$ cat src/rtl/exec_pkg.sv
// Shared definitions for the execute stage.
// Holds the alu_op and funct encodings, the bit positions inside the
// execute and memory control buses, the multiplier step count and the
// execute FSM state type.
// The state type and MUL_STEPS are used only when MULDIV_EN is defined.
package exec_pkg;

  // alu_op field of the execute control bus
  localparam logic [2:0] ALU_ADD   = 3'b000;
  localparam logic [2:0] ALU_SUB   = 3'b001;
  localparam logic [2:0] ALU_AND   = 3'b010;
  localparam logic [2:0] ALU_OR    = 3'b011;
  localparam logic [2:0] ALU_XOR   = 3'b100;
  localparam logic [2:0] ALU_SLT   = 3'b101;
  localparam logic [2:0] ALU_LUI   = 3'b110;
  localparam logic [2:0] ALU_FUNCT = 3'b111;

  // funct codes carried in imm_in[5:0]
  localparam logic [5:0] F_SLL   = 6'h00;
  localparam logic [5:0] F_SRL   = 6'h02;
  localparam logic [5:0] F_SRA   = 6'h03;
  localparam logic [5:0] F_SLLV  = 6'h04;
  localparam logic [5:0] F_SRLV  = 6'h06;
  localparam logic [5:0] F_SRAV  = 6'h07;
  localparam logic [5:0] F_MFHI  = 6'h10;
  localparam logic [5:0] F_MFLO  = 6'h12;
  localparam logic [5:0] F_MULT  = 6'h18;
  localparam logic [5:0] F_MULTU = 6'h19;
  localparam logic [5:0] F_ADDU  = 6'h21;
  localparam logic [5:0] F_SUBU  = 6'h23;
  localparam logic [5:0] F_AND   = 6'h24;
  localparam logic [5:0] F_OR    = 6'h25;
  localparam logic [5:0] F_XOR   = 6'h26;
  localparam logic [5:0] F_NOR   = 6'h27;
  localparam logic [5:0] F_SLT   = 6'h2A;
  localparam logic [5:0] F_SLTU  = 6'h2B;

  // execute control bus bit positions
  localparam int EX_REG_DST   = 0;
  localparam int EX_ALU_SRC   = 1;
  localparam int EX_ALU_OP_LO = 2;
  localparam int EX_SHAMT_SRC = 5;
  localparam int EX_UNSIGNED  = 6;

  // memory control bus bit positions (forwarded untouched by this stage)
  localparam int MEM_WRITE  = 0;
  localparam int MEM_READ   = 1;
  localparam int MEM_BRANCH = 2;

  // one partial product per step of the shift-add multiplier
  localparam int MUL_STEPS = 32;

  typedef enum logic {
    IDLE,
    MUL_BUSY
  } ex_state_t;

endpackage

$ cat src/rtl/alu_unit.sv
// Combinational ALU for the execute stage.
// Selects operand B (register or immediate), decodes alu_op and, for
// alu_op 111, the funct field in imm_in[5:0]; produces the result and a
// zero flag. Shift amount is imm_in[10:6] when shamt_src is set, else
// a_in[4:0]. The unsigned bit turns the alu_op SLT compare unsigned.
// Ports:
//   a_in, reg_b_in, imm_in         operands / immediate (funct, shamt)
//   alu_src, shamt_src, is_unsigned, alu_op  decoded execute controls
//   hi_in, lo_in                   HI/LO for MFHI/MFLO (MULDIV_EN only)
//   result_out, zero_out           result and (result == 0)
// Configuration: MULDIV_EN adds the hi_in/lo_in ports and MFHI/MFLO.
module alu_unit
  import exec_pkg::*;
#(
  parameter int DATA_WIDTH = 32
) (
  input  logic [DATA_WIDTH-1:0] a_in,
  input  logic [DATA_WIDTH-1:0] reg_b_in,
  input  logic [DATA_WIDTH-1:0] imm_in,
  input  logic                  alu_src,
  input  logic                  shamt_src,
  input  logic                  is_unsigned,
  input  logic [2:0]            alu_op,
`ifdef MULDIV_EN
  input  logic [DATA_WIDTH-1:0] hi_in,
  input  logic [DATA_WIDTH-1:0] lo_in,
`endif
  output logic [DATA_WIDTH-1:0] result_out,
  output logic                  zero_out
);

  logic [DATA_WIDTH-1:0] b;
  logic [4:0]            shamt;
  logic [5:0]            funct;
  logic                  lt_signed;
  logic                  lt_unsigned;

  assign b           = alu_src ? imm_in : reg_b_in;
  assign shamt       = shamt_src ? imm_in[10:6] : a_in[4:0];
  assign funct       = imm_in[5:0];
  assign lt_signed   = $signed(a_in) < $signed(b);
  assign lt_unsigned = a_in < b;

  always_comb begin
    result_out = '0;
    case (alu_op)
      ALU_ADD: result_out = a_in + b;
      ALU_SUB: result_out = a_in - b;
      ALU_AND: result_out = a_in & b;
      ALU_OR:  result_out = a_in | b;
      ALU_XOR: result_out = a_in ^ b;
      ALU_SLT: result_out = {{(DATA_WIDTH-1){1'b0}}, (is_unsigned ? lt_unsigned : lt_signed)};
      ALU_LUI: result_out = b << 16;
      default: begin
        case (funct)
          F_ADDU: result_out = a_in + b;
          F_SUBU: result_out = a_in - b;
          F_AND:  result_out = a_in & b;
          F_OR:   result_out = a_in | b;
          F_XOR:  result_out = a_in ^ b;
          F_NOR:  result_out = ~(a_in | b);
          F_SLT:  result_out = {{(DATA_WIDTH-1){1'b0}}, lt_signed};
          F_SLTU: result_out = {{(DATA_WIDTH-1){1'b0}}, lt_unsigned};
          F_SLL, F_SLLV: result_out = b << shamt;
          F_SRL, F_SRLV: result_out = b >> shamt;
          F_SRA, F_SRAV: result_out = $signed(b) >>> shamt;
`ifdef MULDIV_EN
          F_MFHI: result_out = hi_in;
          F_MFLO: result_out = lo_in;
`endif
          default: result_out = '0;
        endcase
      end
    endcase
  end

  assign zero_out = (result_out == '0);

endmodule

$ cat src/rtl/iexecute.sv
// Execute pipeline stage.
// Computes the ALU result for the presented instruction and registers it
// with the forwarded memory/write-back controls, the store data, the
// destination register and the branch target (one cycle latency).
// Ports:
//   clk, reset             clock, synchronous active-high reset
//   valid_in, flush        instruction present / squash it
//   exec_bus_in            reg_dst, alu_src, alu_op[2:0], shamt_src, unsigned
//   mem_bus_in, wb_bus_in  controls forwarded to the next stage
//   pc_next_in, reg_a_in, reg_b_in, imm_in, rt_addr_in, rd_addr_in  data
//   stall_out              upstream holds its inputs while high
//   mem_bus_out .. branch_addr_out  registered stage outputs
// Configuration: MULDIV_EN adds a 32-step sequential shift-add multiplier
// (MULT/MULTU), HI/LO registers and MFHI/MFLO. Without it stall_out is 0.
//
// Handshake: an instruction is accepted at a rising edge when
// valid_in=1, flush=0 and stall_out=0. Anything else loads a bubble
// (mem/wb buses, ALU result, destination and zero flag all 0). While
// stall_out is high the producer must keep the next instruction steady;
// it is accepted on the first edge after stall_out falls.
module iexecute
  import exec_pkg::*;
#(
  parameter int DATA_WIDTH     = 32,
  parameter int EXEC_BUS_WIDTH = 7,
  parameter int MEM_BUS_WIDTH  = 3,
  parameter int WB_BUS_WIDTH   = 2,
  parameter int REG_ADDR_BITS  = 5
) (
  input  logic                      clk,
  input  logic                      reset,
  input  logic                      valid_in,
  input  logic                      flush,
  input  logic [EXEC_BUS_WIDTH-1:0] exec_bus_in,
  input  logic [MEM_BUS_WIDTH-1:0]  mem_bus_in,
  input  logic [WB_BUS_WIDTH-1:0]   wb_bus_in,
  input  logic [DATA_WIDTH-1:0]     pc_next_in,
  input  logic [DATA_WIDTH-1:0]     reg_a_in,
  input  logic [DATA_WIDTH-1:0]     reg_b_in,
  input  logic [DATA_WIDTH-1:0]     imm_in,
  input  logic [REG_ADDR_BITS-1:0]  rt_addr_in,
  input  logic [REG_ADDR_BITS-1:0]  rd_addr_in,
  output logic                      stall_out,
  output logic [MEM_BUS_WIDTH-1:0]  mem_bus_out,
  output logic [WB_BUS_WIDTH-1:0]   wb_bus_out,
  output logic [DATA_WIDTH-1:0]     alu_data_out,
  output logic                      alu_zero_flag,
  output logic [DATA_WIDTH-1:0]     store_data_out,
  output logic [REG_ADDR_BITS-1:0]  reg_w_addr_out,
  output logic [DATA_WIDTH-1:0]     branch_addr_out
);

  logic [2:0]            alu_op;
  logic [5:0]            funct;
  logic                  accept;
  logic                  mul_start;
  logic                  issue_bubble;
  logic [DATA_WIDTH-1:0] alu_result;
  logic                  alu_zero;

  assign alu_op = exec_bus_in[EX_ALU_OP_LO +: 3];
  assign funct  = imm_in[5:0];
  assign accept = valid_in & ~flush & ~stall_out;

`ifdef MULDIV_EN
  ex_state_t               state;
  ex_state_t               state_nxt;
  logic [4:0]              mul_cnt;
  logic [DATA_WIDTH-1:0]   hi_q;
  logic [DATA_WIDTH-1:0]   lo_q;
  logic [DATA_WIDTH-1:0]   mcand_q;
  logic [2*DATA_WIDTH-1:0] prod_q;     // {partial sum, remaining multiplier bits}
  logic                    mul_neg_q;  // signed MULT with operands of opposite sign
  logic                    mul_signed;
  logic [DATA_WIDTH:0]     step_sum;
  logic [2*DATA_WIDTH-1:0] prod_step;
  logic [2*DATA_WIDTH-1:0] prod_final;

  assign mul_signed = (funct == F_MULT);
  assign mul_start  = accept && (alu_op == ALU_FUNCT) &&
                      ((funct == F_MULT) || (funct == F_MULTU));
  assign stall_out  = (state == MUL_BUSY);

  // One shift-add step: add the multiplicand into the upper half when the
  // current multiplier bit is set, then shift the whole product right.
  // Signed MULT runs on magnitudes and negates the final product.
  assign step_sum   = {1'b0, prod_q[2*DATA_WIDTH-1:DATA_WIDTH]} +
                      (prod_q[0] ? {1'b0, mcand_q} : '0);
  assign prod_step  = {step_sum, prod_q[DATA_WIDTH-1:1]};
  assign prod_final = mul_neg_q ? -prod_step : prod_step;

  always_comb begin
    state_nxt = state;
    case (state)
      IDLE:     if (mul_start) state_nxt = MUL_BUSY;
      MUL_BUSY: if (mul_cnt == 5'(MUL_STEPS - 1)) state_nxt = IDLE;
      default:  state_nxt = IDLE;
    endcase
  end

  always_ff @(posedge clk) begin
    if (reset) begin
      state     <= IDLE;
      mul_cnt   <= '0;
      hi_q      <= '0;
      lo_q      <= '0;
      mcand_q   <= '0;
      prod_q    <= '0;
      mul_neg_q <= 1'b0;
    end else begin
      state <= state_nxt;
      if (state == IDLE) begin
        if (mul_start) begin
          mul_cnt   <= '0;
          mcand_q   <= (mul_signed && reg_a_in[DATA_WIDTH-1]) ? -reg_a_in : reg_a_in;
          prod_q    <= {{DATA_WIDTH{1'b0}},
                        ((mul_signed && reg_b_in[DATA_WIDTH-1]) ? -reg_b_in : reg_b_in)};
          mul_neg_q <= mul_signed & (reg_a_in[DATA_WIDTH-1] ^ reg_b_in[DATA_WIDTH-1]);
        end
      end else begin
        prod_q  <= prod_step;
        mul_cnt <= mul_cnt + 5'd1;
        if (mul_cnt == 5'(MUL_STEPS - 1)) begin
          hi_q <= prod_final[2*DATA_WIDTH-1:DATA_WIDTH];
          lo_q <= prod_final[DATA_WIDTH-1:0];
        end
      end
    end
  end
`else
  assign mul_start = 1'b0;
  assign stall_out = 1'b0;
`endif

  // An accepted multiply occupies the unit but writes nothing itself.
  assign issue_bubble = ~accept | mul_start;

  alu_unit #(
    .DATA_WIDTH (DATA_WIDTH)
  ) u_alu (
    .a_in        (reg_a_in),
    .reg_b_in    (reg_b_in),
    .imm_in      (imm_in),
    .alu_src     (exec_bus_in[EX_ALU_SRC]),
    .shamt_src   (exec_bus_in[EX_SHAMT_SRC]),
    .is_unsigned (exec_bus_in[EX_UNSIGNED]),
    .alu_op      (alu_op),
`ifdef MULDIV_EN
    .hi_in       (hi_q),
    .lo_in       (lo_q),
`endif
    .result_out  (alu_result),
    .zero_out    (alu_zero)
  );

  always_ff @(posedge clk) begin
    if (reset) begin
      mem_bus_out     <= '0;
      wb_bus_out      <= '0;
      alu_data_out    <= '0;
      alu_zero_flag   <= 1'b0;
      store_data_out  <= '0;
      reg_w_addr_out  <= '0;
      branch_addr_out <= '0;
    end else begin
      // Store data and branch target are only consumed alongside a real
      // instruction, so they follow the inputs unconditionally.
      store_data_out  <= reg_b_in;
      branch_addr_out <= pc_next_in + (imm_in << 2);
      if (issue_bubble) begin
        mem_bus_out    <= '0;
        wb_bus_out     <= '0;
        alu_data_out   <= '0;
        alu_zero_flag  <= 1'b0;
        reg_w_addr_out <= '0;
      end else begin
        mem_bus_out    <= mem_bus_in;
        wb_bus_out     <= wb_bus_in;
        alu_data_out   <= alu_result;
        alu_zero_flag  <= alu_zero;
        reg_w_addr_out <= exec_bus_in[EX_REG_DST] ? rd_addr_in : rt_addr_in;
      end
    end
  end

endmodule

$ cat config.mk
export PLATFORM = sky130hd
export DESIGN_NAME = iexecute
export DESIGN_NICKNAME = d
export VERILOG_FILES = /design/src/rtl/exec_pkg.sv /design/src/rtl/alu_unit.sv /design/src/rtl/iexecute.sv
export SDC_FILE = /design/constraint.sdc
export NUM_CORES = 1
export LEC_CHECK = 0
export BUFFER_PORTS_ARGS = -buffer_cell sky130_fd_sc_hd__buf_4
export CAP_MARGIN = 20
export CELL_PAD_IN_SITES_DETAIL_PLACEMENT = 1
export CELL_PAD_IN_SITES_GLOBAL_PLACEMENT = 2
export CORE_MARGIN = 2
export CORE_UTILIZATION = 34
export CTS_CLUSTER_SIZE = 24
export DETAILED_ROUTE_END_ITERATION = 8
export PLACE_DENSITY = 0.87
export SETUP_SLACK_MARGIN = 0.15
export SYNTH_ARGS = -nofsm -noshare
export SYNTH_HDL_FRONTEND = slang
export SYNTH_HIERARCHICAL = 1
export SYNTH_SLANG_ARGS = --single-unit
$ cat constraint.sdc
create_clock -name clk -period 5.19 [get_ports clk]
set_input_delay 0 -clock clk [delete_from_list [all_inputs] [get_ports clk]]
set_output_delay 0 -clock clk [all_outputs]
set_load 0.01 [all_outputs]
==> impl_metrics.tcl <==
set metrics [dict create \
    status "finished, final reports clean" \
    startpoint "exec_bus_in[1]" \
    drtAntennaViolNets 0 \
    combPwrFrac_pct 62.0 \
    cts_sinks 107 \
    power_w 0.00446 \
    first_pass_iters 6 \
    drive_above_1_share_pct 21.5 \
    cp-end-kind "register" \
    syn_area_sq_um 17100 \
    place_congestion 1.04 \
    layout.cells.non_filler 3391 \
    startpoint_type "primary input" \
    cts_tree "built" \
    drv_cap 0 \
    whs_ps 40.7 \
    p_seq_share_pct 20.1 \
    hold_viol 0 \
    dp.cells 3313 \
    setup_viol 0 \
    relSlewSlack_pct 19.0 \
    switching_share_pct 50.0 \
    coreArea_sq_um 49900 \
    track_usage_pct 42.4 \
    grt_max_degree 99 \
    detail_route.wl_per_cell_um 33.6 \
    viasPerCell 6.58 \
    finalCriticalPeriod_ps 4850 \
    port_buffers 260 \
    power.density_nw_per_um2 207 \
    synthToLayoutAreaGrowth_pct 26.1 \
    synth_edf_count 0 \
    num_vias 22319 \
    final_cell_mix "buf_4 (451), nand2_1 (220), nor2_1 (198)" \
    root_buffer "clkbuf_16" \
    nets 2992 \
    arrival_ps 5210 \
    seq_area_frac_synth_pct 12.5 \
    cts_buffers 9 \
    yosysUniqueCellTypes 112 \
    dp_hpwl_um 90300 \
    num_rows 82 \
    synth_top_area_cell "dfxtp_1" \
    switching_power_w 0.00223 \
    io_pins 262 \
    crit_end "alu_zero_flag" \
    cts_buffer_depth 2 \
    timing.final.crit_share_pct 93.4 \
    drv_slew 0 \
    clockPowerShare_pct 17.9 \
    synth.area.top_cells "dfxtp_1 (13%), ha_1 (9.1%), mux2i_1 (7.0%)" \
    p_int_w 0.00223 \
    synth_area_per_cell_sq_um 7.27 \
    path_clk_slew_ps 100 \
    dieArea_sq_um 52100 \
    synthArstFlopShare_pct 0 \
    worstMarginPinSlew_ps 1220 \
    grt_pass1_wl_um 163000 \
    max_clock_freq_mhz 206 \
    p_leak_nw 9.30 \
    yosys_warnings 6 \
    synth_ff_type "dfxtp_1" \
    antenna_found_initial 9 \
    drcViolationCount 0 \
    final_common_cell "buf_4" \
    syn_inst 2353 \
    cp.required_ps 5550 \
    grt_pass1_vias 21951 \
    crit_path_max_fanout 11 \
    die_w_um 228 \
    h-tree-depth 3 \
    ir_drop_uv 162 \
    postLayoutCoreUtil_pct 43.3 \
    drtIter0Drc 2734 \
    final.setup.tns_ps 0 \
    synth_fp_nets 2635 \
    rsz0062_at_grt "false" \
    overflow 0 \
    synth_top_area_share_pct 12.5 \
    die_h_um 228 \
    drt-total-wl_um 114000 \
    crit_type "in -> reg" \
    hp-class "in -> reg" \
    synth-seq-cells 107 \
    initial_core_util_pct 34.3 \
    post_cts_buffers 0 \
]
worst max-delay path, stage by stage:
cell	delay, ps
buf_4	240
buf_4	380
mux2i_2	730
inv_1	310
ha_1	430
a21oi_1	350
o21ai_0	210
or3_1	430
o2111ai_1	220
nand2_1	180
a31oi_1	360
o22a_1	210
a21oi_1	70
a211o_1	250
or4b_1	540
nor4_2	130
and2_1	150
what timing repair did:
action,4_1_cts,5_1_grt
resized for setup,0,4
hold endpoints to repair,46,0
endpoints found under the setup margin,0,1
hold buffers,57,0
metrics by stage:
stage	setup slack (ps)	area (sq um)
3_5_place_dp	6.67	20600
2_1_floorplan	859	17100
3_3_place_gp	-39.7	20600
6_report	341	21600
4_1_cts	388	21500
5_1_grt	285	21600
power groups by stage:
stage | clock network (W) | logic (W) | registers [W]
3_3_place_gp | 0 | 0.00258 | 0.000913
3_5_place_dp | 0 | 0.00261 | 0.000915
6_report | 0.000797 | 0.00277 | 0.000897
2_1_floorplan | 0 | 0.00146 | 0.000942
5_1_grt | 0.000836 | 0.00288 | 0.000902
4_1_cts | 0.000799 | 0.00266 | 0.000896
cell usage after synthesis, types with 17 or more instances:
| cell type | instances |
|---|---|
| nand2_1 | 220 |
| nor2_1 | 198 |
| a21oi_1 | 179 |
| ha_1 | 125 |
| o21ai_0 | 124 |
| mux2i_1 | 119 |
| inv_1 | 112 |
| dfxtp_1 | 107 |
| clkbuf_1 | 92 |
| xnor2_1 | 72 |
| o22ai_1 | 71 |
| nor2b_1 | 60 |
| nand3_1 | 54 |
| nor3_1 | 54 |
| a211oi_1 | 51 |
| o211ai_1 | 48 |
| and2_1 | 46 |
| buf_2 | 42 |
| a221oi_1 | 25 |
| a22oi_1 | 24 |
| nor4_1 | 23 |
| a21o_1 | 22 |
| a31oi_1 | 22 |
| o221ai_1 | 20 |
| mux2i_2 | 19 |
| nand4_1 | 19 |
| o31ai_1 | 18 |
| a211o_1 | 17 |
| xor2_1 | 17 |
registers in the layout, summed over array words and instances, names as in the netlist:
| name | cells |
|---|---|
| branch_addr_out | 32 |
| mem_bus_out | 3 |
| wb_bus_out | 2 |
| reg_w_addr_out | 5 |
| store_data_out | 32 |
| alu_data_out | 32 |
| alu_zero_flag | 1 |
kinds of logic after synthesis:
group	Yosys count	share of synthesized area [%]
flops	107	12.5
fa+ha+maj	128	9.50
xor+xnor	89	4.56
mux	171	12.0
other cells	1	0.0219
simple gates	781	22.5
compound gates	795	31.8
buf+inv	281	7.13
cell type report:
cell class                 instances  area [sq um]
clock buffer                       9           225
antenna                            4          10.0
tap                              672           841
inverter                         115           432
fill                            6310         28300
timing repair buffer             512          4020
multi-input combinational       1965         13800
sequential                       107          2140
clock inverter                     7          91.3
per-layer routing:
layer | part of all wire [%] | wire, um | vias to the layer above | global-route usage, %
met1 | 41 | 46400 | 11137 | 55.1
met5 | 0.059 | 67 | - | 0
met4 | 6.3 | 7240 | 10 | 23.9
met2 | 43 | 49300 | 1356 | 64.8
li1 | - | - | 9485 | -
met3 | 9.7 | 11100 | 331 | 9.26
worst min path at each step:
stage	end	cells after the start	startpoint
3_3_place_gp	wb_bus_out[0]	2	wb_bus_in[0]
4_1_cts	branch_addr_out[3]	4	pc_next_in[3]
3_5_place_dp	wb_bus_out[0]	2	wb_bus_in[0]
5_1_grt	branch_addr_out[3]	4	pc_next_in[3]
2_1_floorplan	mem_bus_out[0]	1	mem_bus_in[0]
6_report	branch_addr_out[3]	4	pc_next_in[3]
Note: power is estimated with default switching activity, not from simulation.
